==> src/rtl/stats_window_controller_pkg.sv <==
// Shared definitions for the branch-statistics window sequencer.
// Holds the count width derivation (shared with the statistics counter
// block), the controller state encoding and the snapshot payload struct.
package stats_window_controller_pkg;

  localparam int unsigned TRAINING_DATA_SIZE     = 65536;
  localparam int unsigned INSTRUCTION_INDEX_SIZE = $clog2(TRAINING_DATA_SIZE);
  localparam int unsigned IDX                    = INSTRUCTION_INDEX_SIZE;

  typedef logic [IDX-1:0] count_t;

  typedef enum logic [2:0] {
    IDLE    = 3'd0,
    CLEAR   = 3'd1,
    WARMUP  = 3'd2,
    MEASURE = 3'd3,
    DRAIN   = 3'd4,
    REPORT  = 3'd5
  } state_e;

  typedef struct packed {
    count_t correct;
    count_t total;
    count_t mispredict;
  } snap_t;

endpackage

==> src/rtl/stats_branch_counter.sv <==
// Count-to-limit branch counter with a terminal flag.
// Ports:
//   Clk, reset  : clock, async active-low reset
//   clr_i       : synchronous clear (wins over inc_i)
//   inc_i       : count one branch this cycle
//   limit_i     : number of branches that completes the run (must be != 0)
//   last_c_o    : combinational; this increment is the limit-th branch
module stats_branch_counter
  import stats_window_controller_pkg::*;
#(
  parameter int unsigned W = IDX
) (
  input  logic         Clk,
  input  logic         reset,
  input  logic         clr_i,
  input  logic         inc_i,
  input  logic [W-1:0] limit_i,
  output logic         last_c_o
);

  logic [W-1:0] count_q;
  logic [W-1:0] count_d;

  // Next count: clear has priority over increment.
  always_comb begin
    count_d = count_q;
    if (clr_i) begin
      count_d = '0;
    end else if (inc_i) begin
      count_d = count_q + W'(1);
    end
  end

  always_ff @(posedge Clk or negedge reset) begin
    if (!reset) begin
      count_q <= '0;
    end else begin
      count_q <= count_d;
    end
  end

  assign last_c_o = inc_i && (count_q == (limit_i - W'(1)));

endmodule

==> src/rtl/stats_window_controller.sv <==
// Measurement-campaign sequencer in front of the branch-statistics counter:
// clears the counter, skips a warm-up run of branches, gates counting for a
// window, then snapshots the counts and offers them over valid/ready.
// Ports:
//   Clk, reset                    : clock, async active-low reset
//   start_i, continuous_i, abort_i: campaign control
//   warmup_len_i, window_len_i    : lengths, latched on start
//   br_valid_i/predicted_i/actual_i: resolved branch stream
//   correct_in_i, total_in_i      : counts from the statistics counter
//   stat_enable_c_o, stat_result_c_o: combinational counter gate / outcome
//   stat_clear_n_o                : registered active-low clear pulse
//   snap_*                        : snapshot valid/ready + payload
//   busy_o                        : not idle
module stats_window_controller
  import stats_window_controller_pkg::*;
(
  input  logic           Clk,
  input  logic           reset,
  input  logic           start_i,
  input  logic           continuous_i,
  input  logic           abort_i,
  input  logic [IDX-1:0] warmup_len_i,
  input  logic [IDX-1:0] window_len_i,
  input  logic           br_valid_i,
  input  logic           br_predicted_i,
  input  logic           br_actual_i,
  input  logic [IDX-1:0] correct_in_i,
  input  logic [IDX-1:0] total_in_i,
  output logic           stat_enable_c_o,
  output logic           stat_result_c_o,
  output logic           stat_clear_n_o,
  output logic           snap_valid_o,
  input  logic           snap_ready_i,
  output logic [IDX-1:0] snap_correct_o,
  output logic [IDX-1:0] snap_total_o,
  output logic [IDX-1:0] snap_mispredict_o,
  output logic           busy_o
);

  state_e state_q, state_d;
  count_t warm_len_q, warm_len_d;
  count_t win_len_q, win_len_d;
  logic   cont_q, cont_d;
  snap_t  snap_q, snap_d;
  logic   snap_valid_q, snap_valid_d;
  logic   clear_n_q, clear_n_d;
  logic   busy_q, busy_d;

  logic   warm_inc, win_inc, cnt_clr;
  logic   warm_last, win_last;

  assign warm_inc = br_valid_i && (state_q == WARMUP);
  assign win_inc  = br_valid_i && (state_q == MEASURE);
  // Both run counters are held at zero outside an active campaign.
  assign cnt_clr  = abort_i || (state_q == IDLE) || (state_q == CLEAR);

  stats_branch_counter #(.W(IDX)) u_warm_cnt (
    .Clk      (Clk),
    .reset    (reset),
    .clr_i    (cnt_clr),
    .inc_i    (warm_inc),
    .limit_i  (warm_len_q),
    .last_c_o (warm_last)
  );

  stats_branch_counter #(.W(IDX)) u_win_cnt (
    .Clk      (Clk),
    .reset    (reset),
    .clr_i    (cnt_clr),
    .inc_i    (win_inc),
    .limit_i  (win_len_q),
    .last_c_o (win_last)
  );

  // Next-state, latched parameters, snapshot and registered output values.
  always_comb begin
    state_d    = state_q;
    warm_len_d = warm_len_q;
    win_len_d  = win_len_q;
    cont_d     = cont_q;
    snap_d     = snap_q;

    case (state_q)
      IDLE: begin
        if (start_i) begin
          warm_len_d = warmup_len_i;
          win_len_d  = window_len_i;
          cont_d     = continuous_i;
          state_d    = CLEAR;
        end
      end
      CLEAR: begin
        if (warm_len_q != '0) begin
          state_d = WARMUP;
        end else if (win_len_q != '0) begin
          state_d = MEASURE;
        end else begin
          state_d = DRAIN;
        end
      end
      WARMUP: begin
        // An empty window skips straight to the snapshot.
        if (warm_last) begin
          state_d = (win_len_q != '0) ? MEASURE : DRAIN;
        end
      end
      MEASURE: begin
        if (win_last) begin
          state_d = DRAIN;
        end
      end
      DRAIN: begin
        snap_d.correct    = correct_in_i;
        snap_d.total      = total_in_i;
        snap_d.mispredict = total_in_i - correct_in_i;
        state_d           = REPORT;
      end
      REPORT: begin
        if (snap_ready_i) begin
          state_d = cont_q ? CLEAR : IDLE;
        end
      end
      default: state_d = IDLE;
    endcase

    if (abort_i) begin
      state_d = IDLE;
      snap_d  = '0;
    end

    snap_valid_d = (state_d == REPORT);
    clear_n_d    = (state_d != CLEAR);
    busy_d       = (state_d != IDLE);
  end

  always_ff @(posedge Clk or negedge reset) begin
    if (!reset) begin
      state_q      <= IDLE;
      warm_len_q   <= '0;
      win_len_q    <= '0;
      cont_q       <= 1'b0;
      snap_q       <= '0;
      snap_valid_q <= 1'b0;
      clear_n_q    <= 1'b1;
      busy_q       <= 1'b0;
    end else begin
      state_q      <= state_d;
      warm_len_q   <= warm_len_d;
      win_len_q    <= win_len_d;
      cont_q       <= cont_d;
      snap_q       <= snap_d;
      snap_valid_q <= snap_valid_d;
      clear_n_q    <= clear_n_d;
      busy_q       <= busy_d;
    end
  end

  assign stat_enable_c_o   = win_inc;
  assign stat_result_c_o   = (br_predicted_i == br_actual_i);
  assign stat_clear_n_o    = clear_n_q;
  assign snap_valid_o      = snap_valid_q;
  assign snap_correct_o    = snap_q.correct;
  assign snap_total_o      = snap_q.total;
  assign snap_mispredict_o = snap_q.mispredict;
  assign busy_o            = busy_q;

endmodule

==> config.mk <==
export PLATFORM = sky130hd
export DESIGN_NAME = stats_window_controller
export DESIGN_NICKNAME = d
export VERILOG_FILES = /design/src/rtl/stats_window_controller_pkg.sv /design/src/rtl/stats_branch_counter.sv /design/src/rtl/stats_window_controller.sv
export SDC_FILE = /design/constraint.sdc
export NUM_CORES = 1
export LEC_CHECK = 0
export ABC_AREA = 1
export BUFFER_PORTS_ARGS = -buffer_cell sky130_fd_sc_hd__buf_2
export CORE_ASPECT_RATIO = 1.4
export CORE_MARGIN = 8
export CORE_UTILIZATION = 42
export CTS_BUF_LIST = sky130_fd_sc_hd__clkbuf_4
export DETAILED_ROUTE_END_ITERATION = 8
export PLACE_DENSITY = 0.66
export SYNTH_ARGS = -nofsm -noshare
export SYNTH_HDL_FRONTEND = slang
export SYNTH_SLANG_ARGS = --single-unit
==> constraint.sdc <==
create_clock -name Clk -period 2.3 [get_ports Clk]
set_clock_uncertainty 0.2 [all_clocks]
set_input_delay 0.115 -clock Clk [delete_from_list [all_inputs] [get_ports Clk]]
set_output_delay 0.115 -clock Clk [all_outputs]
set_load 0.01 [all_outputs]
Yosys cells after proc, flatten, opt, wreduce, memory -nomap -nowiden
Cells that the tools add are included.
{"block": "classes", "add_sub_neg": 5, "mul": 0, "n_div": 0, "n_lt_le_gt_ge": 0, "eq_ne": 10, "shifts": 0, "n_mux": 15, "n_bitwise": 0, "n_reduce_logical": 14}
{"operator": "2-to-1 mux 48 bit", "n": 2}
{"operator": "2-to-1 mux 16 bit", "n": 4}
{"operator": "adder 16 x 1 -> 16 bit (second input constant)", "n": 2}
{"operator": "equality test 16 bit", "n": 2}
{"operator": "nonzero test 16 bit", "n": 2}
{"operator": "subtractor 16 x 1 -> 16 bit (second input constant)", "n": 2}
{"operator": "2-to-1 mux 3 bit", "n": 7}
{"operator": "case mux 3 bit (6 select lines)", "n": 1}
{"operator": "subtractor 16 bit", "n": 1}
{"operator": "equality test 3 bit (second input constant)", "n": 3}
{"operator": "equality test 3 x 2 -> 1 bit (second input constant)", "n": 2}
{"operator": "nonzero test 2 bit", "n": 3}
{"operator": "logical AND 1 bit", "n": 4}
{"operator": "equality test 3 x 1 -> 1 bit (second input constant)", "n": 1}
{"operator": "zero test 3 bit", "n": 1}
{"operator": "inequality test 3 x 1 -> 1 bit (second input constant)", "n": 1}
{"operator": "nonzero test 3 bit", "n": 1}
{"operator": "logical OR 1 bit", "n": 2}
{"operator": "AND reduction 2 bit", "n": 1}
{"operator": "equality test 1 bit", "n": 1}
{"operator": "2-to-1 mux 1 bit", "n": 1}
{"block": "word_totals", "reg_bits": 119, "latch_bits": 0, "ramBits": 0, "mem_bits_ro": 0, "in_bits": 73, "out_inout_bits": 53, "word_cells": 56, "mem_count": 0}

Depth between registers and ports, before layout
{"block": "depth", "ltp_word": 7, "mapped_depth": 18, "mapped_depth_nobuf": 18}

Cells and area by module
Synthesis repeated with hierarchy kept, for this count alone.
{"block": "hier_totals", "cells_unflattened": 958, "area_unflattened_um2": 7180.6}
{"mod": "stats_window_controller", "instances": 1, "cells_each": 522, "area_each_um2": 4232.8, "seq_area_each_um2": 2178.3}
{"mod": "stats_branch_counter", "instances": 2, "cells_each": 218, "area_each_um2": 1473.9, "seq_area_each_um2": 400.4}

Worst setup path after synthesis
No wires, ideal clock.
{"block": "synth_timing", "path_type": "input to register", "from": "in total_in_i[0]", "to": "reg snap_q, in the netlist snap_mispredict_o[12]", "setup_ps": 123, "t_arrival_ps": 1776, "t_required_ps": 1977, "path_slack_ps": 201, "stages": 12, "n_path_buf": 0, "path_cell_list": "inv_1 ha_1 inv_1 fa_1 nand3_1 nand3_1 a21oi_1 o21ai_0 a21boi_0 o21ai_0 o21ai_0 nand2_1"}
{"block": "synth_via", "elab_chain_len": 3}
{"element": "from (decl)", "line_no": "stats_window_controller.sv:28", "source": "input logic [IDX-1:0] total_in_i,"}
{"element": "subtractor 16 bit", "line_no": "stats_window_controller.sv:115", "source": "snap_d.mispredict = total_in_i - correct_in_i;"}
{"element": "2-to-1 mux 48 bit", "line_no": "stats_window_controller.sv:83", "source": "case (state_q)"}
{"element": "2-to-1 mux 48 bit", "line_no": "stats_window_controller.sv:126", "source": "if (abort_i) begin"}
{"element": "to (signal assigned)", "line_no": "stats_window_controller.sv:151", "source": "snap_q <= snap_d;"}
{"element": "to (decl)", "line_no": "stats_window_controller.sv:44", "source": "snap_t snap_q, snap_d;"}
No other way between the ends. The select of a mux whose other input is x is not followed.
A chain may end at the register's enable or synchronous reset.

Worst setup path in the final report
{"block": "layout_timing", "from": "reg warm_len_q[1]", "to": "reg snap_valid_q, in the netlist snap_valid_o"}
{"block": "layout_via", "elab_chain_len": 7, "elab_cells_between_ends": 9, "classes_between": "add/sub (1); eq/ne (2); mux (4); reduce/logical (2)"}
{"element": "from (decl)", "line_no": "stats_window_controller.sv:41", "source": "count_t warm_len_q, warm_len_d;"}
{"element": "from (signal assigned)", "line_no": "stats_window_controller.sv:148", "source": "warm_len_q <= warm_len_d;"}
{"element": "subtractor 16 x 1 -> 16 bit", "line_no": "stats_branch_counter.sv:42", "source": "assign last_c_o = inc_i && (count_q == (limit_i - W'(1)));"}
{"element": "equality test 16 bit", "line_no": "stats_branch_counter.sv:42"}
{"element": "logical AND 1 bit", "line_no": "stats_branch_counter.sv:42"}
{"element": "2-to-1 mux 3 bit", "line_no": "stats_window_controller.sv:103", "source": "if (warm_last) begin"}
{"element": "case mux 3 bit (6 select lines) *", "line_no": "stats_window_controller.sv:83"}
{"element": "2-to-1 mux 3 bit *", "line_no": "stats_window_controller.sv:126"}
{"element": "equality test 3 bit *", "line_no": "stats_window_controller.sv:131", "source": "snap_valid_d = (state_d == REPORT);"}
{"element": "via snap_valid_d", "line_no": "stats_window_controller.sv:45", "source": "logic snap_valid_q, snap_valid_d;"}
{"element": "to (signal assigned)", "line_no": "stats_window_controller.sv:152", "source": "snap_valid_q <= snap_valid_d;"}
{"element": "to (decl)", "line_no": "stats_window_controller.sv:45"}
The timed path passes the listed nets; every way through them passes the cells marked *.

==> impl_results.md <==
- Leak: roughly 4.9 nW
- Hold crit path type: in -> async
- Warnings, synthesis: 0
- Via/cell ratio: 5.07
- Max Slew Vio Count: 0
- Slowest stage delay, CP: between 400 and 500 ps
- Starting DRT DRC Count: 272
- Detail Route Antenna Nets: 0
- Area growth from synthesis to layout: 40.7%
- Clock period minus final worst setup slack: between 2000 and 2500 ps
- PortBufs: 125
- Sequential area share after synthesis: 42.1%
- FF-to-FF path depth: 15
- CP bufs+invs: 3
- Cell variety after synth: 42
- Cell Rows: 56
- Reg2reg setup slack: -30 ps
- DRT Pass-1 Iters: 4
- Worst setup EP type: flip-flop
- Top-level port count: between 100 and 150
- DIE AREA: 21300 µm²
- Routed WL per cell: ~15 µm
- Fin crit share: 101%
- Routability Congestion: 0.844
- Arr. time, crit path: 2600 ps
- H-tree depth: 4
- Layout Nets: 1323
- Cell chain of the critical path: inv_2 > ha_4 > nand2_2 > nor2_4 > buf_4 > nand3_1 > nand3_1 > nand2_1 > nor2_1 > nand2_1 > inv_1 > nand3_2 > nand3_2 > nand2_4 > nor3_2
- First-pass GRT wire length: 35.0 mm
- Area of the mapped netlist: 7080 µm²
- Setup violators final: 4
- Clk buf depth: 2
- Vias in the first global route: about 7500
- RSZ-0062 raised after global routing: yes
- Dpl hpwl: between 15 and 20 mm
- Total CTS buffers: 17
- Seq cells post-synth: around 120
- Violated checks: negative setup slack
- Clk sinks: approximately 120
- Worst-margin pin slew: 728 ps
- Die Span Y: around 170 µm
- Share of layout cells above drive strength 1: 26.4%
- Power Density: 553 nW/µm²
- CTS clk-pin slew, worst paths: 110 ps
- Total stage count of the critical path: 15
- Worst R2R Start: warm_len_q[1]
- Max_cap viols: 0
- Critical Path Start Type: flip-flop
- Worst hold slack: 5.56 ps
- Die X: 126 µm
- Grt total ovfl: 0
- Largest net degree at the start of global routing: 120
- Final WS setup: -32.3 ps
- Worst endpoint required time: 2570 ps
- Slew headroom: 51.4%
- Family with the most delay on the worst path: simple AND/OR/NAND/NOR gates
- Peak supply drop: ~0.26 mV
- CTS tree: built
- Via count: roughly 7300
- Critical path fanouts, max: 5
- Starting density of the core: 42.7%
- Post-layout util: between 60% and 70%
- R2R Path End: snap_valid_o
- Gate Count Post-Synth: 941
- DRC viols: 0
- Routed wire length: 21.6 mm
- Register area: between 2000 and 3000 µm²
- Max Freq: 0.429 GHz
- Slowest cell on the critical path: dfrtp_1
- Fill cell count: 1467
- CP Class: reg -> reg
- Final Hold Fails: 0
- Clock latency on the worst-skew pair: 540 ps
- Area of the multi-input gates: 3810 µm²
- Initial antenna violation count: 2
- Clk Tree Root Cell: clkbuf_4
- Outcome: finished with violations
- CORE AREA: 16600 µm²
- Gr usage total: 20.2%
- Syn Nets: 1034
- Mean Syn Cell Area: between 7 and 8 µm²
-- layout make-up --
type                            instances  area share (%)
Inverter                              119            4.48
Timing Repair Buffer                  292            21.8
Clock inverter                         15            1.62
Tap cell                              203            2.55
Multi-Input combinational cell        681            38.2
Antenna cell                            2          0.0502
Sequential cell                       119            30.0
Clock buffer                           17            1.28
-- state kept, by name, summed over array words and instances, names as in the netlist --
signal	cells
snap_mispredict_o	16
u_warm_cnt.count_q	16
u_win_cnt.count_q	16
stat_clear_n_o	1
state_q	3
snap_correct_o	16
busy_o	1
warm_len_q	16
snap_total_o	16
cont_q	1
snap_valid_o	1
win_len_q	16
-- through the flow --
step	cells	area (µm²)	power, mW	setup TNS (ps)	setup WS, ps
floorplan	941	7080	3.19	0	201
global placement	1292	8240	3.63	-266	-161
detailed placement	1292	8240	3.65	-516	-205
CTS	1428	9600	5.38	0	0.750
global route	1448	9970	5.82	-976	-193
finish	1448	9970	5.51	-71.4	-32.3
-- cells by family after synthesis --
group / synth area share (%)
AO/OA/AOI/OAI: 10.3
flip-flops: 42.1
multiplexers: 2.23
XOR/XNOR: 3.67
adder cells (fa/ha/maj): 3.64
AND/OR/NAND/NOR: 30.6
buffers and inverters: 7.49
-- how the worst max path moves through the flow --
| stage | start | endpoint | slack (ps) |
|---|---|---|---|
| floorplan | total_in_i[0] | snap_mispredict_o[12] | 200 |
| global placement | total_in_i[0] | snap_mispredict_o[12] | -160 |
| detailed placement | total_in_i[0] | snap_mispredict_o[12] | -200 |
| CTS | warm_len_q[1] | busy_o | 0.8 |
| global route | warm_len_q[1] | snap_valid_o | -190 |
| finish | warm_len_q[1] | snap_valid_o | -30 |
-- synth_stat cells (all sizes together) --
master / instances / area, µm²
nand2: 210 / 803
dfrtp: 118 / 2950
inv: 118 / 443
nor2: 115 / 504
nand3: 112 / 571
o21ai: 60 / 300
a21oi: 55 / 275
nor3: 23 / 130
clkbuf: 21 / 78.8
ha: 19 / 238
xor2: 16 / 140
mux2: 14 / 158
xnor2: 11 / 96.3
nand4: 9 / 56.3
nand3b: 6 / 45.0
o31ai: 5 / 37.5
a221oi: 3 / 26.3
nor4: 3 / 18.8
a211oi: 2 / 15.0
a21boi: 2 / 15.0
a31oi: 2 / 12.5
and2: 2 / 12.5
o21bai: 2 / 15.0
or2: 2 / 12.5
a21o: 1 / 7.51
buf: 1 / 5.00
clkinv: 1 / 3.75
dfstp: 1 / 26.3
fa: 1 / 20.0
nor3b: 1 / 7.51
o211a: 1 / 10.0
o211ai: 1 / 7.51
o221ai: 1 / 8.76
or3: 1 / 6.26
xor3: 1 / 23.8
-- where the power goes --
part,leakage (nW),switching [mW],internal (mW)
combinational,3.19,0.798,0.701
sequential,1.56,0.199,2.24
clock,0.151,0.834,0.736
total,4.90,1.83,3.68
-- cell usage in the layout, fill, tap and decap left out, types with 51 or more instances in the layout --
| cell type | netlist | final |
|---|---|---|
| nor2_1 | 96 | 83 |
| a21oi_1 | 55 | 51 |
| inv_1 | 113 | 101 |
| o21ai_0 | 56 | 52 |
| nand3_1 | 110 | 102 |
| buf_2 | 1 | 124 |
| dfrtp_1 | 118 | 109 |
| buf_4 | 0 | 58 |
| dlygate4sd3_1 | 0 | 104 |
| nand2_1 | 204 | 195 |
-- repair_timing --
item                                    4_1_cts  5_1_grt
endpoints found under the setup margin        5       48
hold endpoints to repair                    217        0
resized for setup                             9       78
hold buffers                                104        0
pin swaps                                     2       36
buffers inserted                              0       18
-- metal layers --
layer	GRT usage (%)	share of wire (%)	vias up
met5	0	0	-
met4	8.08	2.3	0
met3	5.60	5.4	35
met2	39.1	54	185
met1	19.8	38	3457
li1	-	-	3662
-- worst min-delay path, delay by kind of cell --
| kind | cells | cell delay (ps) |
|---|---|---|
| buffers and inverters | 3 | 1110 |
Note: power is estimated with default switching activity, not from simulation.
